## src/rtl/register_write_arbiter.sv

```systemverilog
// Round-robin arbiter that grants one requester per cycle the shared register-bank write port.
// Back-to-back grants are issued without idle bubbles; outputs are registered.
module register_write_arbiter #(
    parameter int unsigned NREQ   = 4,
    parameter int unsigned DATA_W = 8,
    parameter int unsigned ADDR_W = 3
) (
    input  logic                   clk,
    input  logic                   rst_n,
    input  logic [NREQ-1:0]        req,
    input  logic [NREQ*ADDR_W-1:0] req_addr,
    input  logic [NREQ*DATA_W-1:0] req_data,
    output logic [NREQ-1:0]        ack,
    output logic                   wr_en,
    output logic [ADDR_W-1:0]      wr_addr,
    output logic [DATA_W-1:0]      wr_data,
    output logic                   busy
);
    localparam int unsigned PTR_W = (NREQ > 1) ? $clog2(NREQ) : 1;

    typedef enum logic {
        IDLE  = 1'b0,
        WRITE = 1'b1
    } state_t;

    state_t            state_q;
    state_t            state_d;
    logic [PTR_W-1:0]  ptr_q;
    logic [PTR_W-1:0]  ptr_d;
    logic [PTR_W-1:0]  winner_q;
    logic [PTR_W-1:0]  winner_d;
    logic [NREQ-1:0]   eligible;
    logic [PTR_W-1:0]  scan_start;
    logic [PTR_W-1:0]  pick;
    logic              found;
    logic [NREQ-1:0]   ack_d;
    logic [ADDR_W-1:0] addr_d;
    logic [DATA_W-1:0] data_d;

    // The current winner still holds req on the edge that ends its write, so it is masked out.
    always_comb begin
        eligible   = req;
        scan_start = ptr_q;
        if (state_q == WRITE) begin
            eligible   = req & ~(NREQ'(1) << winner_q);
            scan_start = winner_q + PTR_W'(1);
        end
    end

    // First eligible requester scanning upward from scan_start, wrapping modulo NREQ.
    always_comb begin
        logic [PTR_W-1:0] idx;
        found = 1'b0;
        pick  = '0;
        idx   = '0;
        for (int k = 0; k < int'(NREQ); k++) begin
            idx = scan_start + PTR_W'(k);
            if (!found && eligible[idx]) begin
                found = 1'b1;
                pick  = idx;
            end
        end
    end

    always_comb begin
        state_d  = IDLE;
        ptr_d    = ptr_q;
        winner_d = winner_q;
        ack_d    = '0;
        addr_d   = '0;
        data_d   = '0;
        if (state_q == WRITE) begin
            ptr_d = scan_start;
        end
        if (found) begin
            state_d  = WRITE;
            winner_d = pick;
            ack_d    = NREQ'(1) << pick;
            addr_d   = req_addr[32'(pick) * ADDR_W +: ADDR_W];
            data_d   = req_data[32'(pick) * DATA_W +: DATA_W];
        end
    end

    always_ff @(posedge clk or negedge rst_n) begin
        if (!rst_n) begin
            state_q <= IDLE;
        end else begin
            state_q <= state_d;
        end
    end

    // Pointer, winner and registered bank-side outputs.
    always_ff @(posedge clk or negedge rst_n) begin
        if (!rst_n) begin
            ptr_q    <= '0;
            winner_q <= '0;
            ack      <= '0;
            wr_en    <= 1'b0;
            busy     <= 1'b0;
            wr_addr  <= '0;
            wr_data  <= '0;
        end else begin
            ptr_q    <= ptr_d;
            winner_q <= winner_d;
            ack      <= ack_d;
            wr_en    <= (state_d == WRITE);
            busy     <= (state_d == WRITE);
            wr_addr  <= addr_d;
            wr_data  <= data_d;
        end
    end

endmodule

```

## config.mk

```make
export PLATFORM = sky130hd
export DESIGN_NAME = register_write_arbiter
export DESIGN_NICKNAME = d
export VERILOG_FILES = /design/src/rtl/register_write_arbiter.sv
export SDC_FILE = /design/constraint.sdc
export NUM_CORES = 1
export LEC_CHECK = 0
export ABC_AREA = 1
export BUFFER_PORTS_ARGS = -buffer_cell sky130_fd_sc_hd__buf_2
export CORE_UTILIZATION = 54
export CTS_BUF_LIST = sky130_fd_sc_hd__clkbuf_4
export DETAILED_ROUTE_END_ITERATION = 7
export PLACE_DENSITY = 0.93
export SLEW_MARGIN = 0
export SYNTH_ARGS = -nofsm -noshare
export SYNTH_HDL_FRONTEND = slang
export SYNTH_SLANG_ARGS = --single-unit
export TNS_END_PERCENT = 20
```

## constraint.sdc

```tcl
create_clock -name clk -period 4.2 [get_ports clk]
set_input_delay 0.21 -clock clk [delete_from_list [all_inputs] [get_ports clk]]
set_output_delay 0.21 -clock clk [all_outputs]
set_load 0.01 [all_outputs]
```

==> key figures <==
Drt
  • DRT Wirelength: 3710 um
  • Wire per inst: 11.5 um
  • First drt pass iteration count: 4
  • Via count: 1638
  • Drt first-iter violations: 94
  • Avg Vias per Cell: 5.06
  • Post-route ant nets: 0
  • Drt drc: 0

Cells and area
  • Area growth, synth to finish: 22.1%
  • Fillcell total: 236
  • Antenna Diode Count: 0
  • Final non-filler cell total: 324
  • Share of layout cells above drive strength 1: 32.1%
  • Cell area after layout: 1960 sq um
  • Nets: 348

Worst setup path
  • R2R Setup Slk: 1.61 ns
  • Reg-to-reg endpoint: wr_addr[2]
  • Worst Path Arrival: 2.79 ns
  • CP Max Fanout: 40
  • Critical path class: reg2reg
  • Crit path capture: wr_addr[2]
  • Nature of the critical path startpoint: register
  • Setup crit start: winner_q[0]
  • CP required: 4.40 ns
  • Worst R2R Path Depth: 15
  • FF-to-FF Start: winner_q[0]
  • Crit end category: register

Logic synthesis
  • Mean Syn Cell Area: 6.98 sq um
  • Synthesized flop and latch total: 20
  • Share of the synthesized area in the top cell type: 31.2%
  • Synth unique cells: 28
  • Synthesized area: 1610 sq um
  • Mapped Cells: 230
  • Sequential share of the synthesized area: 31.2%
  • Synth warn: 0
  • Synth Net Count: 284
  • Largest cells by area after synthesis: dfrtp_1, nand2_1, inv_1
  • Yosys top cell by area: dfrtp_1

Outcome
  • Status: complete, no violations

Clock network
  • CTS tree: done
  • Clock Sinks: 20
  • Total CTS buffers: 3
  • Post-CTS Resized: 0
  • Worst-Skew Late Latency: 0.31 ns
  • Htree depth: 1
  • CTS clk-pin slew, worst paths: 0.12 ns
  • Root Driver: clkbuf_4
  • CTS Buffer Depth: 2

Floorplanning
  • Initial Utilization: 57.7%
  • Die Width: 56.5 um
  • # rows: 19
  • Total core area: 2780 sq um
  • Die area: 3200 sq um
  • Ports: 67
  • Chip Height: 56.5 um

Timing
  • Setup TNS: 0 ns
  • Final period utilization: 61.7%
  • RSZ-0062 raised after global routing: false
  • Max Clk Rate: 0.386 GHz
  • Final Skew: 0.00698 ns
  • Fin crit period: 2.59 ns
  • Final setup violation count: 0
  • Worst-margin pin slew: 0.436 ns
  • Slew margin rel.: 70.9%
  • Fin. max-slew vios: 0
  • Final Hold Violating Endpoints: 0

Worst hold path
  • Hold_sp: req_data[27]
  • Hold Crit Class: in2reg

Placement
  • DP Wirelength: 2830 um
  • Placed Cells: 319
  • Routability Congestion: 0.951
  • PortBufs: 66
  • Post-DP Area: 1900 sq um

Flow run
  • Max Cap Violations: 0

GRT
  • Vias in the first global route: 1447
  • Largest net degree at the start of global routing: 41
  • Initial antenna violation count: 0
  • First-pass GRT wire length: 6070 um
  • Remaining global-route overflow: 0
  • Global Route Usage Sum: 24.2%
## per-layer routing
layer	routed length, um	up-vias	track usage [%]
li1	-	841	-
met1	1610	724	30.1
met2	1860	69	43.0
met3	196	4	2.53
met4	44	0	8.71
met5	0	-	0
## final cells by class
| cell class | instances | area [sq um] | area share (%) |
|---|---|---|---|
| Multi-Input combinational cell | 165 | 890 | 45.4 |
| Sequential cell | 20 | 500 | 25.5 |
| Timing Repair Buffer | 67 | 340 | 17.4 |
| Inverter | 37 | 139 | 7.08 |
| Tap cell | 31 | 38.8 | 1.98 |
| Clock inverter | 1 | 30.0 | 1.53 |
| Clock buffer | 3 | 22.5 | 1.15 |
## per-stage QoR
stage	hold slack [ns]	util (%)	setup WS (ns)
CTS	0.105	70.5	1.63
global placement	0.165	68.2	1.77
detailed placement	0.173	68.2	1.69
floorplan	-0.0856	-	2.06
finish	0.107	70.5	1.61
global route	0.100	70.5	1.44
## critical path: stages, from the launching register on
cell	delay (ns)
dfrtp_1	0.45
inv_2	0.07
ha_1	0.31
inv_1	0.07
nand2_1	0.06
nand2_2	0.17
nand2_1	0.09
nand2_1	0.15
nand2_1	0.11
nand2_4	0.11
nand3_2	0.10
nand3_4	0.14
nand2_4	0.23
or2_1	0.29
nand3_1	0.07
nand2_1	0.06
## synth_stat cells
cell type,number
o21ai_4,1
nand4_1,1
buf_2,1
nand3_1,26
nand3_2,3
buf_6,5
nor2_1,5
a21oi_1,12
ha_1,4
nand3b_1,4
buf_4,2
inv_2,2
nand4_4,1
nor3_4,1
nor2_4,1
nand2_1,74
o21ai_0,6
inv_1,35
a21oi_2,1
nor2_2,1
dfrtp_1,20
or2_0,4
or2_1,3
nand3_4,1
nand2_2,8
nand2_4,4
nor3_1,1
o21ai_1,3
## worst min path at each step
stage                            end  slack [ns]  cells past startpoint
after global placement        ack[3]        0.16                      1
after global routing      wr_addr[1]        0.10                      3
after detailed placement  wr_data[3]        0.17                      1
after CTS                 wr_data[3]        0.10                      3
after floorplan               ack[0]       -0.09                      0
final                     wr_data[3]        0.11                      3
## cell families after synthesis
kind of cell	Yosys count	share of synthesized area [%]
AND/OR/NAND/NOR	138	44.2
AO/OA/AOI/OAI	23	8.11
buffers and inverters	45	13.4
flip-flops	20	31.2
adder cells (fa/ha/maj)	4	3.12
## timing repair
action	4_1_cts	5_1_grt
hold buffers	1	0
endpoints found under the hold margin	20	0
buffers inserted	0	0
## state kept, by name (all words and copies together), names as in the netlist
register,count
ack,4
wr_data,8
wr_addr,3
busy,1
ptr_q,2
winner_q,2
## placed cells by master, fill, tap and decap left out, types with 2 or more instances in the layout
master and count:
nor2_1 5, dfrtp_1 20, o21ai_0 6, nand3_1 26
inv_2 2, or2_0 4, nand3_2 3, nand3b_1 4
inv_1 35, nand2_2 8, buf_2 66, nand2_4 4
clkbuf_4 3, a21oi_1 12, o21ai_1 3, ha_1 4
nand2_1 74, or2_1 3
Power is not shown: default switching activity piles up to over one toggle a cycle in this logic, so the estimate is an artifact.
